File: src/rtl/typedefs_pkg.sv
// Shared types and constants for the load/store unit: FSM state encoding,
// RV32I load/store size codes and the funct3 legality check.
package typedefs_pkg;

    // Number of byte lanes on the data bus; lane logic is built for a 32-bit bus.
    localparam int LANES = 4;

    typedef enum logic [1:0] {
        IDLE   = 2'd0,
        REQ    = 2'd1,
        WAIT_R = 2'd2,
        RESP   = 2'd3
    } lsu_state_t;

    // RV32I funct3 size/sign codes shared by loads and stores.
    localparam logic [2:0] F3_B  = 3'd0;
    localparam logic [2:0] F3_H  = 3'd1;
    localparam logic [2:0] F3_W  = 3'd2;
    localparam logic [2:0] F3_BU = 3'd4;
    localparam logic [2:0] F3_HU = 3'd5;

    // Stores only know SB/SH/SW; loads additionally know LBU/LHU.
    function automatic logic f3_illegal(input logic we, input logic [2:0] f3);
        logic bad;
        if (we) begin
            bad = (f3 != F3_B) && (f3 != F3_H) && (f3 != F3_W);
        end else begin
            bad = (f3 != F3_B) && (f3 != F3_H) && (f3 != F3_W) &&
                  (f3 != F3_BU) && (f3 != F3_HU);
        end
        return bad;
    endfunction

endpackage

File: src/rtl/lsu_lane_align.sv
// Combinational byte-lane steering for the LSU: store byte enables and lane
// replication, load lane selection with sign/zero extension, and the
// natural-alignment check for the access size.
module lsu_lane_align
    import typedefs_pkg::*;
#(
    parameter int XLEN = 32
) (
    input  logic [2:0]      funct3,
    input  logic [1:0]      addr_lo,
    input  logic [XLEN-1:0] wdata,
    input  logic [XLEN-1:0] rdata,
    output logic [3:0]      be,
    output logic [XLEN-1:0] wdata_lanes,
    output logic [XLEN-1:0] rdata_ext,
    output logic            misaligned
);

    // funct3[1:0] encodes the access size for both loads and stores.
    logic [1:0] size;
    assign size = funct3[1:0];

    // Read word split into its byte lanes so a lane can be picked by address.
    logic [7:0] rbyte [LANES];

    // Store data: byte and half are replicated so the right lane is always
    // populated regardless of address; the byte enables pick the live lane.
    for (genvar gi = 0; gi < LANES; gi++) begin : g_lanes
        assign rbyte[gi] = rdata[8*gi +: 8];

        always_comb begin
            unique case (size)
                2'd0:    wdata_lanes[8*gi +: 8] = wdata[7:0];
                2'd1:    wdata_lanes[8*gi +: 8] = wdata[8*(gi%2) +: 8];
                default: wdata_lanes[8*gi +: 8] = wdata[8*gi +: 8];
            endcase
        end
    end

    // Selected byte and (half-aligned) halfword from the read word.
    logic [7:0]  sel_byte;
    logic [15:0] sel_half;
    assign sel_byte = rbyte[addr_lo];
    assign sel_half = {rbyte[{addr_lo[1], 1'b1}], rbyte[{addr_lo[1], 1'b0}]};

    // Byte enables shifted into the addressed lanes; word accesses use all four.
    always_comb begin
        unique case (size)
            2'd0:    be = 4'b0001 << addr_lo;
            2'd1:    be = 4'b0011 << addr_lo;
            default: be = 4'b1111;
        endcase
    end

    // Halves must be 2-byte aligned, words 4-byte aligned; bytes never misalign.
    always_comb begin
        unique case (size)
            2'd1:    misaligned = addr_lo[0];
            2'd2:    misaligned = (addr_lo != 2'b00);
            default: misaligned = 1'b0;
        endcase
    end

    // Load result: lane selected by address, then sign or zero extended.
    always_comb begin
        rdata_ext = '0;
        case (funct3)
            F3_B:    rdata_ext = {{(XLEN-8){sel_byte[7]}}, sel_byte};
            F3_BU:   rdata_ext = {{(XLEN-8){1'b0}}, sel_byte};
            F3_H:    rdata_ext = {{(XLEN-16){sel_half[15]}}, sel_half};
            F3_HU:   rdata_ext = {{(XLEN-16){1'b0}}, sel_half};
            F3_W:    rdata_ext = rdata;
            default: rdata_ext = '0;
        endcase
    end

endmodule

File: src/rtl/lsu.sv
// Load/store unit: accepts one load or store from the execute stage, rejects
// illegal or misaligned accesses without touching the bus, issues a
// word-aligned request with byte enables, waits for read data on loads and
// returns a one-cycle completion pulse.
module lsu
    import typedefs_pkg::*;
#(
    parameter int XLEN   = 32,
    parameter int AWIDTH = 32
) (
    input  logic              clk,
    input  logic              rst,

    input  logic              req_valid,
    output logic              req_ready,
    input  logic              req_we,
    input  logic [2:0]        req_funct3,
    input  logic [AWIDTH-1:0] req_addr,
    input  logic [XLEN-1:0]   req_wdata,

    output logic              resp_valid,
    output logic [XLEN-1:0]   resp_rdata,
    output logic              resp_err,

    output logic              mem_valid,
    input  logic              mem_ready,
    output logic              mem_we,
    output logic [AWIDTH-1:0] mem_addr,
    output logic [XLEN-1:0]   mem_wdata,
    output logic [3:0]        mem_be,
    input  logic              mem_rvalid,
    input  logic [XLEN-1:0]   mem_rdata
);

    lsu_state_t        state_q,      state_d;
    logic [2:0]        funct3_q,     funct3_d;
    logic [1:0]        addr_lo_q,    addr_lo_d;
    logic              mem_we_q,     mem_we_d;
    logic [AWIDTH-1:0] mem_addr_q,   mem_addr_d;
    logic [XLEN-1:0]   mem_wdata_q,  mem_wdata_d;
    logic [3:0]        mem_be_q,     mem_be_d;
    logic [XLEN-1:0]   resp_rdata_q, resp_rdata_d;
    logic              resp_err_q,   resp_err_d;

    // The lane aligner is shared: in IDLE it looks at the incoming request to
    // build the bus fields; afterwards it looks at the captured access so the
    // load extension uses the original funct3 and byte offset.
    logic [2:0]      al_funct3;
    logic [1:0]      al_addr_lo;
    logic [3:0]      al_be;
    logic [XLEN-1:0] al_wdata;
    logic [XLEN-1:0] al_rdata;
    logic            al_misaligned;

    assign al_funct3  = (state_q == IDLE) ? req_funct3    : funct3_q;
    assign al_addr_lo = (state_q == IDLE) ? req_addr[1:0] : addr_lo_q;

    lsu_lane_align #(
        .XLEN (XLEN)
    ) u_align (
        .funct3      (al_funct3),
        .addr_lo     (al_addr_lo),
        .wdata       (req_wdata),
        .rdata       (mem_rdata),
        .be          (al_be),
        .wdata_lanes (al_wdata),
        .rdata_ext   (al_rdata),
        .misaligned  (al_misaligned)
    );

    logic req_bad;
    assign req_bad = f3_illegal(req_we, req_funct3) || al_misaligned;

    // Next-state and captured-register logic; everything holds unless updated.
    always_comb begin
        state_d      = state_q;
        funct3_d     = funct3_q;
        addr_lo_d    = addr_lo_q;
        mem_we_d     = mem_we_q;
        mem_addr_d   = mem_addr_q;
        mem_wdata_d  = mem_wdata_q;
        mem_be_d     = mem_be_q;
        resp_rdata_d = resp_rdata_q;
        resp_err_d   = resp_err_q;

        unique case (state_q)
            IDLE: begin
                if (req_valid) begin
                    funct3_d     = req_funct3;
                    addr_lo_d    = req_addr[1:0];
                    resp_rdata_d = '0;
                    if (req_bad) begin
                        // Rejected accesses complete immediately, bus untouched.
                        resp_err_d = 1'b1;
                        state_d    = RESP;
                    end else begin
                        resp_err_d  = 1'b0;
                        mem_we_d    = req_we;
                        mem_addr_d  = {req_addr[AWIDTH-1:2], 2'b00};
                        mem_be_d    = req_we ? al_be : 4'b1111;
                        mem_wdata_d = req_we ? al_wdata : '0;
                        state_d     = REQ;
                    end
                end
            end
            REQ: begin
                if (mem_ready) begin
                    state_d = mem_we_q ? RESP : WAIT_R;
                end
            end
            WAIT_R: begin
                if (mem_rvalid) begin
                    resp_rdata_d = al_rdata;
                    state_d      = RESP;
                end
            end
            RESP: begin
                state_d = IDLE;
            end
            default: begin
                state_d = IDLE;
            end
        endcase
    end

    // State and captured request registers; reset aborts any transaction at once.
    always_ff @(posedge clk or posedge rst) begin
        if (rst) begin
            state_q      <= IDLE;
            funct3_q     <= '0;
            addr_lo_q    <= '0;
            mem_we_q     <= 1'b0;
            mem_addr_q   <= '0;
            mem_wdata_q  <= '0;
            mem_be_q     <= '0;
            resp_rdata_q <= '0;
            resp_err_q   <= 1'b0;
        end else begin
            state_q      <= state_d;
            funct3_q     <= funct3_d;
            addr_lo_q    <= addr_lo_d;
            mem_we_q     <= mem_we_d;
            mem_addr_q   <= mem_addr_d;
            mem_wdata_q  <= mem_wdata_d;
            mem_be_q     <= mem_be_d;
            resp_rdata_q <= resp_rdata_d;
            resp_err_q   <= resp_err_d;
        end
    end

    // Handshake outputs are pure state decodes, so they follow reset immediately.
    assign req_ready  = (state_q == IDLE);
    assign mem_valid  = (state_q == REQ);
    assign resp_valid = (state_q == RESP);

    assign mem_we     = mem_we_q;
    assign mem_addr   = mem_addr_q;
    assign mem_wdata  = mem_wdata_q;
    assign mem_be     = mem_be_q;
    assign resp_rdata = resp_rdata_q;
    assign resp_err   = resp_err_q;

endmodule
File: config.mk
export PLATFORM = sky130hd
export DESIGN_NAME = lsu
export DESIGN_NICKNAME = d
export VERILOG_FILES = /design/src/rtl/typedefs_pkg.sv /design/src/rtl/lsu_lane_align.sv /design/src/rtl/lsu.sv
export SDC_FILE = /design/constraint.sdc
export NUM_CORES = 1
export LEC_CHECK = 0
export CORE_UTILIZATION = 48
export DETAILED_ROUTE_END_ITERATION = 12
export MAX_ROUTING_LAYER = met4
export PLACE_DENSITY_LB_ADDON = 0.12
export SKIP_LAST_GASP = 1
export SYNTH_ARGS = -nofsm -noshare
export SYNTH_HDL_FRONTEND = slang
export SYNTH_SLANG_ARGS = --single-unit
File: constraint.sdc
create_clock -name clk -period 12.6 [get_ports clk]
set_clock_uncertainty 0.05 [all_clocks]
set_input_delay 3.78 -clock clk [delete_from_list [all_inputs] [get_ports clk]]
set_output_delay 3.78 -clock clk [all_outputs]
set_load 0.01 [all_outputs]
==> metrics.json, run 1 <==
{
  "sequential_cell_area_sq_um": 2680,
  "result_of_the_run": "finished, final reports clean",
  "die-width_um": 109,
  "critPathLaunch": "req_funct3[1]",
  "cp_slowest_stage_delay_ns": 0.98,
  "cts.repair_timing.setup_buffer_count": 0,
  "dieArea_sq_um": 12000,
  "layout_worst_path_cycle_share_pct": 54.4,
  "drtIter0Drc": 319,
  "power.leakage_uw": 0.00350,
  "total_number_of_placement_rows": 38,
  "numPlacedInstances": 894,
  "timing.critical_path.arrival_ns": 7.05,
  "non_filler_cells_in_the_finished_layout": 910,
  "timing_worst_setup_path_type": "in2reg",
  "wl_mm": 16.0,
  "grt_pass1_wl_mm": 24.9,
  "grt_max_degree": 78,
  "worst_ep_required_time_ns": 12.80,
  "netlist_instances": 585,
  "clockBufferDepth": 2,
  "design.portCount": 210,
  "crit_family": "compound AO/OA/AOI/OAI gates",
  "yosys_register_bits": 107,
  "gp_routability_congestion": 0.880,
  "grt_pass1_vias": 5063,
  "synth.area.top_cells": "sky130_fd_sc_hd__dfrtp_1, sky130_fd_sc_hd__nand2_1, sky130_fd_sc_hd__mux2_2, sky130_fd_sc_hd__a221oi_1, sky130_fd_sc_hd__a21oi_1",
  "critPathLaunchType": "input port",
  "peakVddDrop_mv": 0.132,
  "route.antenna.remaining_nets": 0,
  "timing_max_transition_violations_final": 0,
  "worst_setup_path_end_kind": "flip-flop",
  "port_buffers": 207,
  "tritoncts": "yes",
  "cts.reportedPaths.clkPinSlew_ns": 0.07,
  "wire_per_inst_um": 17.6,
  "clkLatencyLatePin_ns": 0.34,
  "finalSetupTns_ns": 0,
  "synth.most_common_cell": "sky130_fd_sc_hd__nand2_1",
  "worst-slew-pin-transition_ns": 1.12,
  "cp_num_buf_inv": 1,
  "synth.yosys.warnings": 0,
  "total_clock_buffers_created_by_cts": 9,
  "y_dimension_of_the_die_um": 109,
  "detailed_place_hpwl_mm": 11.3,
  "min_period_ns": 6.86,
  "syn2layout_area_growth_pct": 43.7,
  "commonest_register_cell_after_synthesis": "sky130_fd_sc_hd__dfrtp_1",
  "final.fill_count": 854,
  "root_buffer": "sky130_fd_sc_hd__clkbuf_16",
  "finalSetupViolCount": 0,
  "detail_route.vias_per_cell": 5.79,
  "core_sq_um": 11000,
  "crit_slowest_cell": "sky130_fd_sc_hd__ha_1",
  "finalHoldViolations": 0,
  "initial_core_util_pct": 50.1,
  "worst_hold_startpoint": "mem_wdata[13]$_DFFE_PP0P_",
  "synth.cell_area_sq_um": 5530,
  "power.total_uw": 1910,
  "drc": 0,
  "fmaxAchievable_ghz": 0.146,
  "antenna_cells": 0,
  "cts_resized": 0,
  "worstReg2RegStart": "state_q[0]$_DFFE_PP0P_",
  "worstPathCellList": "clkdlybuf4s50_1, mux2i_4, ha_1, o2111a_1, a22oi_1, o21ai_0",
  "via_count": 5272,
  "synthDominantCellAreaShare_pct": 48.4,
  "unrepaired_setup_endpoints_after_global_routing": "false",
  "syn_area_per_cell_sq_um": 9.45,
  "drv.max_cap_violation_count": 0,
  "cts_max_level": 3,
  "drt-pass1-iter-count": 5,
  "grt.overflow.total": 0,
  "timing.critical_path.fanout_max": 29,
  "sequential_share_of_the_synthesized_area_pct": 48.4,
  "final_net_count": 878,
  "timing.hold.worst.class": "reg2reg",
  "netlist_top_cells_count": "sky130_fd_sc_hd__nand2_1, sky130_fd_sc_hd__dfrtp_1, sky130_fd_sc_hd__a21oi_1",
  "cts_hold_buf": 0,
  "synthDistinctLibCells": 43,
  "synth-edff-count": 0,
  "drive_gt1_share_pct": 8.05,
  "global_route_usage_over_all_layers_pct": 27.9,
  "async_reset_ff_share_pct": 100,
  "synth_top_area_cell": "sky130_fd_sc_hd__dfrtp_1",
  "multiInputGateArea_sq_um": 2580,
  "slack_of_the_worst_reg_to_reg_path_ns": 8.47,
  "power.density_nw_per_um2": 241,
  "number_of_antenna_violations_at_the_first_check_in_global_routing": 0,
  "numClockSinks": 107,
  "max_slew_margin_pct": 25.1
}
## metal layers
| metal | wire length (um) | track usage, % | part of all wire (%) | vias up |
|---|---|---|---|---|
| li1 | - | - | - | 2418 |
| met1 | 6760 | 36.0 | 42 | 2539 |
| met2 | 7520 | 43.8 | 47 | 268 |
| met3 | 1250 | 4.51 | 7.8 | 47 |
| met4 | 491 | 11.7 | 3.1 | 0 |
| met5 | 0 | - | 0 | - |
## tightest hold or removal path: cells and delay by family, from the launching register on
family / cells / cell delay (ns)
simple gates: 2 / 0.10
flops: 1 / 0.35
## cells in the final DEF (no fill, tap or decap), drive strengths merged, types with 4 or more instances in the layout
master         instances
o22ai                  7
buf                    6
nand3                 24
bufinv                 4
mux2                  31
a21oi                 36
a31oi                  5
clkbuf                10
a221oi                22
clkdlybuf4s50        207
a22o                   6
nand2                186
inv                    8
ha                     8
o211ai                 4
mux2i                 12
o2111ai               10
o21ai                 21
and2                   4
nor2                  10
a22oi                  7
a221o                 10
dfrtp                107
nand2b                 6
## logic make-up (layout without fill, tap and decap cells)
family                     after synthesis  after routing  synth area share, %
DFF                                    107            107                 48.4
and+or+nand+nor                        233            233                 17.0
AOI/OAI and AO/OA                      140            140                 18.1
other                                    1              2               0.0678
adders and majority gates                8              8                 1.81
muxes                                   43             43                 9.23
buffers and inverters                   53            237                 5.34
## flip-flops by register name (all words and copies together), names as in the netlist
signal and cells:
mem_wdata 32, resp_rdata 32, funct3_q 3, addr_lo_q 2, resp_err 1, mem_we 1, mem_be 4, state_q 2
mem_addr 30
## final timing paths
kind | to | depth (start not counted)
worst max register to register | resp_rdata[10]$_DFFE_PP0P_ | 8
min in group asynchronous | mem_addr[7]$_DFFE_PP0P_ | 2
worst max-delay path | resp_rdata[10]$_DFFE_PP0P_ | 6
worst min register to register | mem_wdata[13]$_DFFE_PP0P_ | 2
worst min-delay path | mem_wdata[13]$_DFFE_PP0P_ | 2
max in group asynchronous | resp_rdata[0]$_DFFE_PP0P_ | 3
## area by class of cell
cell class	count	share of cell area, %
Sequential cell	107	33.7
Multi-Input combinational cell	426	32.4
Timing Repair Buffer	213	26.6
Clock buffer	10	2.88
Tap cell	140	2.20
Clock inverter	6	1.73
Inverter	8	0.409
## report_power, final
part	total [uW]	switching [uW]	internal, uW
combinational	1000	517	487
clock	343	128	215
sequential	566	86.8	479
total	1910	732	1180
## metrics by stage
stage	utilization (%)	setup WS, ns	cell area, sq um	hold slack, ns
after floorplan	-	5.95	5530	0.425
after global placement	68.7	5.58	7580	0.403
after detailed placement	68.7	5.44	7580	0.407
after CTS	72.1	5.79	7950	0.423
after global routing	72.1	5.51	7950	0.450
final	72.1	5.74	7950	0.418
No activity file was read; power rests on OpenSTA's default activity.
==> inputs of run 2 (changes only) <==
- CORE_UTILIZATION: 48 -> 45
- clock period: 12.6 -> 6.93 ns (I/O delays scaled with it)
==> run 2 against run 1 <==
Utilization down 6.2 points. Global-route usage increased by 0.38 points. Sequential power increased by 82%. Sequential cell count unchanged. Power is 78% higher. Final cell count rose by 0.99%. Register-to-register slack got worse by 5.4 ns. Cell area is 0.52% lower. Critical path depth increased by 3. Combinational power up 85%. Die area up 6.5%. Highest routed layer unchanged.
==> metrics.json, run 2 (same netlist as run 1, synthesis figures left out) <==
{
  "timing_max_transition_violations_final": {"value": 0, "change": "unchanged"},
  "worst_setup_path_end_kind": {"value": "flip-flop", "change": "unchanged"},
  "final_net_count": {"value": 880, "change": "was 878"},
  "via_count": {"value": 5209, "change": "was 5272"},
  "numPlacedInstances": {"value": 903, "change": "was 894"},
  "non_filler_cells_in_the_finished_layout": {"value": 919, "change": "was 910"},
  "total_clock_buffers_created_by_cts": {"value": 9, "change": "unchanged"},
  "final.fill_count": {"value": 987, "change": "was 854"},
  "total_number_of_placement_rows": {"value": 40, "change": "was 38"},
  "cts_hold_buf": {"value": 0, "change": "unchanged"},
  "cts.repair_timing.setup_buffer_count": {"value": 0, "change": "unchanged"},
  "grt_pass1_wl": {"value": 27.2, "unit": "mm", "change": "was 24.9 mm"},
  "gp_routability_congestion": {"value": 0.911, "change": "was 0.880"},
  "clkLatencyLatePin": {"value": 0.35, "unit": "ns", "change": "was 0.34 ns"},
  "port_buffers": {"value": 207, "change": "unchanged"},
  "cts_max_level": {"value": 3, "change": "unchanged"},
  "detail_route.vias_per_cell": {"value": 5.67, "change": "was 5.79"},
  "antenna_cells": {"value": 0, "change": "unchanged"},
  "result_of_the_run": {"value": "finished, final reports clean", "change": "unchanged"},
  "holdPathEnd": {"value": "mem_wdata[23]$_DFFE_PP0P_", "change": "was mem_wdata[13]$_DFFE_PP0P_"},
  "peakVddDrop": {"value": 0.256, "unit": "mV", "change": "was 0.132 mV"},
  "syn2layout_area_growth": {"value": 43.0, "unit": "%", "change": "was 43.7%"},
  "wl": {"value": 16.8, "unit": "mm", "change": "was 16.0 mm"},
  "timing.rr.end": {"value": "mem_wdata[31]$_DFFE_PP0P_", "change": "was resp_rdata[10]$_DFFE_PP0P_"},
  "numClockSinks": {"value": 107, "change": "unchanged"},
  "slack_of_the_worst_reg_to_reg_path": {"value": 3.08, "unit": "ns", "change": "was 8.47 ns"},
  "route.antenna.remaining_nets": {"value": 0, "change": "unchanged"},
  "initial_core_util": {"value": 46.0, "unit": "%", "change": "was 50.1%"},
  "layout.cell_area.non_filler": {"value": 7910, "unit": "sq um", "change": "was 7950 sq um"},
  "min_period_ns": 5.13,
  "worstReg2RegStart": {"value": "state_q[0]$_DFFE_PP0P_", "change": "unchanged"},
  "root_buffer": {"value": "sky130_fd_sc_hd__clkbuf_16", "change": "unchanged"},
  "placed_area": {"value": 7600, "unit": "sq um", "change": "was 7580 sq um"},
  "finalSetupTns": {"value": 0, "unit": "ns", "change": "unchanged"},
  "layout.cells.most_common": {"value": "sky130_fd_sc_hd__clkdlybuf4s50_1", "change": "unchanged"},
  "finalSetupViolCount": {"value": 0, "change": "unchanged"},
  "critPathLaunchType": {"value": "input port", "change": "unchanged"},
  "finalHoldWorstSlack": {"value": 0.413, "unit": "ns", "change": "was 0.418 ns"},
  "cts_resized": {"value": 0, "change": "unchanged"},
  "number_of_antenna_violations_at_the_first_check_in_global_routing": {"value": 0, "change": "unchanged"},
  "drive_gt1_share": {"value": 8.42, "unit": "%", "change": "was 8.05%"},
  "tritoncts": {"value": "yes", "change": "unchanged"},
  "final_cell_mix": {"value": "sky130_fd_sc_hd__clkdlybuf4s50_1, sky130_fd_sc_hd__nand2_1, sky130_fd_sc_hd__dfrtp_1", "change": "unchanged"},
  "grt_pass1_vias": {"value": 5281, "change": "was 5063"},
  "grt.overflow.total": {"value": 0, "change": "unchanged"},
  "multiInputGateArea": {"value": 2580, "unit": "sq um", "change": "unchanged"},
  "timing.critical_path.fanout_max": {"value": 42, "change": "was 29"},
  "fmaxAchievable_ghz": 0.195,
  "dieArea": {"value": 12700, "unit": "sq um", "change": "was 12000 sq um"},
  "worst-slew-pin-transition": {"value": 1.04, "unit": "ns", "change": "was 1.12 ns"},
  "reg2regPathDepth": {"value": 11, "change": "was 8"},
  "timing.critical_path.arrival": {"value": 5.37, "unit": "ns", "change": "was 7.05 ns"},
  "detailed_place_hpwl": {"value": 11.9, "unit": "mm", "change": "was 11.3 mm"},
  "timing_worst_setup_path_type": {"value": "in2reg", "change": "unchanged"},
  "power.leakage": {"value": 0.00348, "unit": "uW", "change": "was 0.00350 uW"},
  "worst_ep_required_time": {"value": 7.17, "unit": "ns", "change": "was 12.80 ns"},
  "layout_worst_path_cycle_share_pct": 74.1,
  "hold_depth": {"value": 2, "change": "unchanged"},
  "drt-pass1-iter-count": {"value": 5, "change": "unchanged"},
  "y_dimension_of_the_die": {"value": 113, "unit": "um", "change": "was 109 um"},
  "design.portCount": {"value": 210, "change": "unchanged"},
  "power.total": {"value": 3400, "unit": "uW", "change": "was 1910 uW"},
  "core": {"value": 12000, "unit": "sq um", "change": "was 11000 sq um"},
  "drv.max_cap_violation_count": {"value": 0, "change": "unchanged"},
  "unrepaired_setup_endpoints_after_global_routing": {"value": "false", "change": "unchanged"},
  "max_slew_margin": {"value": 30.6, "unit": "%", "change": "was 25.1%"},
  "sequential_cell_area": {"value": 2680, "unit": "sq um", "change": "unchanged"},
  "clockBufferDepth": {"value": 2, "change": "unchanged"},
  "timing.hold.worst.class": {"value": "reg2reg", "change": "unchanged"},
  "finalHoldViolations": {"value": 0, "change": "unchanged"},
  "drc": {"value": 0, "change": "unchanged"},
  "cts.reportedPaths.clkPinSlew": {"value": 0.07, "unit": "ns", "change": "about the same"},
  "global_route_usage_over_all_layers": {"value": 28.3, "unit": "%", "change": "was 27.9%"},
  "die-width": {"value": 113, "unit": "um", "change": "was 109 um"},
  "wire_per_inst": {"value": 18.3, "unit": "um", "change": "was 17.6 um"},
  "power.density": {"value": 431, "unit": "nW/um^2", "change": "was 241 nW/um^2"},
  "worst_hold_startpoint": {"value": "mem_wdata[23]$_DFFE_PP0P_", "change": "was mem_wdata[13]$_DFFE_PP0P_"},
  "drtIter0Drc": {"value": 638, "change": "was 319"},
  "grt_max_degree": {"value": 69, "change": "was 78"}
}
run 2: worst max-delay path by stage:
| stage | startpoint | to | slack, ns | cells past startpoint |
|---|---|---|---|---|
| 2_1_floorplan | rst | addr_lo_q[0]$_DFFE_PP0P_ | 1.98 | 1 |
| 3_3_place_gp | req_funct3[1] | mem_wdata[31]$_DFFE_PP0P_ | 1.58 | 9 |
| 3_5_place_dp | req_funct3[1] | mem_wdata[31]$_DFFE_PP0P_ | 1.48 | 9 |
| 4_1_cts | req_funct3[1] | mem_wdata[31]$_DFFE_PP0P_ | 1.83 | 9 |
| 5_1_grt | req_funct3[1] | mem_wdata[31]$_DFFE_PP0P_ | 1.58 | 9 |
| 6_report | req_funct3[1] | mem_wdata[31]$_DFFE_PP0P_ | 1.80 | 9 |
run 2: layer usage:
| layer | vias to the layer above | track usage, % | wire length [um] |
|---|---|---|---|
| li1 | 2428 | - | - |
| met1 | 2514 | 35.5 | 7160 |
| met2 | 228 | 43.8 | 7960 |
| met3 | 39 | 6.96 | 1210 |
| met4 | 0 | 11.8 | 465 |
| met5 | - | - | 0 |
run 2: through the flow:
stage	setup slack (ns)	utilization (%)
3_5_place_dp	1.48	63.3
2_1_floorplan	1.98	-
3_3_place_gp	1.58	63.3
4_1_cts	1.83	65.8
6_report	1.80	65.8
5_1_grt	1.58	65.8
run 2: final cells by class:
class / count / share of cell area [%]
Clock buffer: 9 / 2.85
Clock inverter: 7 / 0.965
Inverter: 8 / 0.411
Multi-Input combinational cell: 426 / 32.6
Sequential cell: 107 / 33.9
Tap cell: 147 / 2.33
Timing Repair Buffer: 215 / 27.0
run 2: report_power, final:
group / switching, uW / internal (uW) / leakage [uW]
clock: 244 / 284 / 0.000148
sequential: 162 / 870 / 0.00139
combinational: 957 / 888 / 0.00194
run 2: worst max-delay path, stage by stage:
cell                              delay, ns
sky130_fd_sc_hd__clkdlybuf4s50_1       0.47
sky130_fd_sc_hd__mux2i_4               0.60
sky130_fd_sc_hd__inv_2                 0.21
sky130_fd_sc_hd__ha_1                  0.30
sky130_fd_sc_hd__o311ai_1              0.20
sky130_fd_sc_hd__o2111a_2              0.82
sky130_fd_sc_hd__buf_4                 0.42
sky130_fd_sc_hd__o2111ai_1             0.16
sky130_fd_sc_hd__nand2_1               0.08
==> inputs of run 3 (changes only) <==
- clock period: 6.93 -> 5.2 ns (I/O delays scaled with it)
==> run 3 against run 2 <==
Sequential power is 33% higher. Non-clock buffer count rose by 3. Sequential cell count unchanged. Register-to-register slack got worse by 1.5 ns.
==> metrics.json, run 3 (same netlist as run 1, synthesis figures left out) <==
{
  "drive_gt1_share": {"value": 8.65, "unit": "%", "change": "was 8.42%"},
  "detail_route.vias_per_cell": {"value": 5.66, "change": "was 5.67"},
  "final_cell_mix": {"value": "sky130_fd_sc_hd__clkdlybuf4s50_1, sky130_fd_sc_hd__nand2_1, sky130_fd_sc_hd__dfrtp_1", "change": "unchanged"},
  "peakVddDrop": {"value": 0.237, "unit": "mV", "change": "was 0.256 mV"},
  "timing_worst_setup_path_type": {"value": "in2reg", "change": "unchanged"},
  "drtIter0Drc": {"value": 519, "change": "was 638"},
  "crit_slowest_cell": {"value": "sky130_fd_sc_hd__o2111ai_4", "change": "was sky130_fd_sc_hd__o2111a_2"},
  "worst_ep_required_time": {"value": 5.37, "unit": "ns", "change": "was 7.17 ns"},
  "total_clock_buffers_created_by_cts": {"value": 9, "change": "unchanged"},
  "design.portCount": {"value": 210, "change": "unchanged"},
  "total_number_of_placement_rows": {"value": 40, "change": "unchanged"},
  "multiInputGateArea": {"value": 2580, "unit": "sq um", "change": "unchanged"},
  "route.antenna.remaining_nets": {"value": 0, "change": "unchanged"},
  "cts_hold_buf": {"value": 0, "change": "unchanged"},
  "finalHoldViolations": {"value": 0, "change": "unchanged"},
  "drt-pass1-iter-count": {"value": 5, "change": "unchanged"},
  "grt_max_degree": {"value": 63, "change": "was 69"},
  "final.fill_count": {"value": 978, "change": "was 987"},
  "critPathLaunchType": {"value": "input port", "change": "unchanged"},
  "cts.reportedPaths.clkPinSlew": {"value": 0.07, "unit": "ns", "change": "about the same"},
  "worstPathCellList": {"value": "clkdlybuf4s50_1, mux2i_4, inv_2, ha_1, o311ai_1, o2111ai_4, buf_4, o21ai_0", "change": "was clkdlybuf4s50_1, mux2i_4, inv_2, ha_1, o311ai_1, o2111a_2, buf_4, o2111ai_1, nand2_1"},
  "y_dimension_of_the_die": {"value": 113, "unit": "um", "change": "unchanged"},
  "core": {"value": 12000, "unit": "sq um", "change": "unchanged"},
  "clockBufferDepth": {"value": 2, "change": "unchanged"},
  "drc": {"value": 0, "change": "unchanged"},
  "gp_routability_congestion": {"value": 0.900, "change": "was 0.911"},
  "cts.repair_timing.setup_buffer_count": {"value": 0, "change": "unchanged"},
  "timing.critical_path.arrival": {"value": 4.30, "unit": "ns", "change": "was 5.37 ns"},
  "timing_max_transition_violations_final": {"value": 0, "change": "unchanged"},
  "die-width": {"value": 113, "unit": "um", "change": "unchanged"},
  "antenna_cells": {"value": 0, "change": "unchanged"},
  "drv.max_cap_violation_count": {"value": 0, "change": "unchanged"},
  "grt.overflow.total": {"value": 0, "change": "unchanged"},
  "unrepaired_setup_endpoints_after_global_routing": {"value": "false", "change": "unchanged"},
  "finalHoldWorstSlack": {"value": 0.423, "unit": "ns", "change": "was 0.413 ns"},
  "layout.cells.most_common": {"value": "sky130_fd_sc_hd__clkdlybuf4s50_1", "change": "unchanged"},
  "result_of_the_run": {"value": "finished, final reports clean", "change": "unchanged"},
  "worst-slew-pin-transition": {"value": 1.07, "unit": "ns", "change": "was 1.04 ns"},
  "clkLatencyLatePin": {"value": 0.34, "unit": "ns", "change": "was 0.35 ns"},
  "grt_pass1_wl": {"value": 26.2, "unit": "mm", "change": "was 27.2 mm"},
  "cts_max_level": {"value": 3, "change": "unchanged"},
  "layout.core_utilization": {"value": 66.5, "unit": "%", "change": "was 65.8%"},
  "port_buffers": {"value": 207, "change": "unchanged"},
  "number_of_antenna_violations_at_the_first_check_in_global_routing": {"value": 0, "change": "unchanged"},
  "wl": {"value": 16.5, "unit": "mm", "change": "was 16.8 mm"},
  "root_buffer": {"value": "sky130_fd_sc_hd__clkbuf_16", "change": "unchanged"},
  "min_period_ns": 4.14,
  "power.leakage": {"value": 0.00352, "unit": "uW", "change": "was 0.00348 uW"},
  "global_route_usage_over_all_layers": {"value": 27.2, "unit": "%", "change": "was 28.3%"},
  "finalSetupViolCount": {"value": 0, "change": "unchanged"},
  "syn2layout_area_growth": {"value": 44.5, "unit": "%", "change": "was 43.0%"},
  "fmaxAchievable_ghz": 0.242,
  "worst_setup_path_end_kind": {"value": "flip-flop", "change": "unchanged"},
  "grt_pass1_vias": {"value": 5083, "change": "was 5281"},
  "tritoncts": {"value": "yes", "change": "unchanged"},
  "cp_slowest_stage_delay": {"value": 0.89, "unit": "ns", "change": "was 0.82 ns"},
  "wire_per_inst": {"value": 17.9, "unit": "um", "change": "was 18.3 um"},
  "finalSetupTns": {"value": 0, "unit": "ns", "change": "unchanged"},
  "dieArea": {"value": 12700, "unit": "sq um", "change": "unchanged"},
  "timing.hold.worst.class": {"value": "reg2reg", "change": "unchanged"},
  "detailed_place_hpwl": {"value": 11.8, "unit": "mm", "change": "was 11.9 mm"},
  "via_count": {"value": 5215, "change": "was 5209"},
  "max_slew_margin": {"value": 28.9, "unit": "%", "change": "was 30.6%"},
  "final_net_count": {"value": 883, "change": "was 880"},
  "initial_core_util": {"value": 46.0, "unit": "%", "change": "unchanged"},
  "sequential_cell_area": {"value": 2680, "unit": "sq um", "change": "unchanged"},
  "cts_resized": {"value": 0, "change": "unchanged"},
  "power.density": {"value": 578, "unit": "nW/um^2", "change": "was 431 nW/um^2"},
  "numClockSinks": {"value": 107, "change": "unchanged"},
  "layout_worst_path_cycle_share_pct": 79.6,
  "timing.critical_path.fanout_max": {"value": 41, "change": "was 42"}
}
## run 3: worst max-delay path, delay by kind of cell
family / cells / cell delay, ns
fa+ha+maj: 1 / 0.22
compound gates: 3 / 1.23
buf+inv: 3 / 1.14
mux: 1 / 0.12
## run 3: report_power, final
group          switching [uW]  leakage (uW)  internal (uW)
clock                     317      0.000168            488
sequential                213       0.00139           1160
combinational            1250       0.00196           1190
total                    1780       0.00352           2840
## run 3: layout make-up
class                      count  area share, %
clock inverter                 5           1.36
inverter                       8          0.407
sequential                   107           33.5
timing repair buffer         218           27.1
tap                          147           2.30
multi-input combinational    426           32.3
clock buffer                  11           3.04
## run 3: metrics by stage
step / worst slack (ns) / cell area, sq um / instances / power (uW)
after floorplan: 0.773 / 5530 / 586 / 2810
after global placement: 0.820 / 7640 / 906 / 3750
after detailed placement: 0.685 / 7640 / 906 / 3820
after CTS: 1.06 / 7990 / 922 / 4630
after global routing: 0.838 / 7990 / 922 / 4910
final: 1.06 / 7990 / 922 / 4620
## run 3: path summary, 6_finish.rpt
path / from / end / slack (ns) / cells past startpoint
max in group asynchronous: rst / resp_rdata[0]$_DFFE_PP0P_ / 2.56 / 3
min in group asynchronous: rst / mem_addr[17]$_DFFE_PP0P_ / 1.68 / 2
worst max-delay path: req_funct3[1] / mem_be[2]$_DFFE_PP0P_ / 1.06 / 8
worst min register to register: mem_wdata[23]$_DFFE_PP0P_ / mem_wdata[23]$_DFFE_PP0P_ / 0.42 / 2
worst max register to register: state_q[0]$_DFFE_PP0P_ / resp_rdata[20]$_DFFE_PP0P_ / 1.54 / 9
worst min-delay path: mem_wdata[23]$_DFFE_PP0P_ / mem_wdata[23]$_DFFE_PP0P_ / 0.42 / 2
## run 3: layer usage
metal | GRT usage (%) | wire length (um) | up-vias
met5 | - | 0 | -
met4 | 10.3 | 329 | 0
met3 | 5.36 | 1080 | 30
met2 | 44.2 | 7970 | 221
met1 | 33.6 | 7110 | 2536
li1 | - | - | 2428
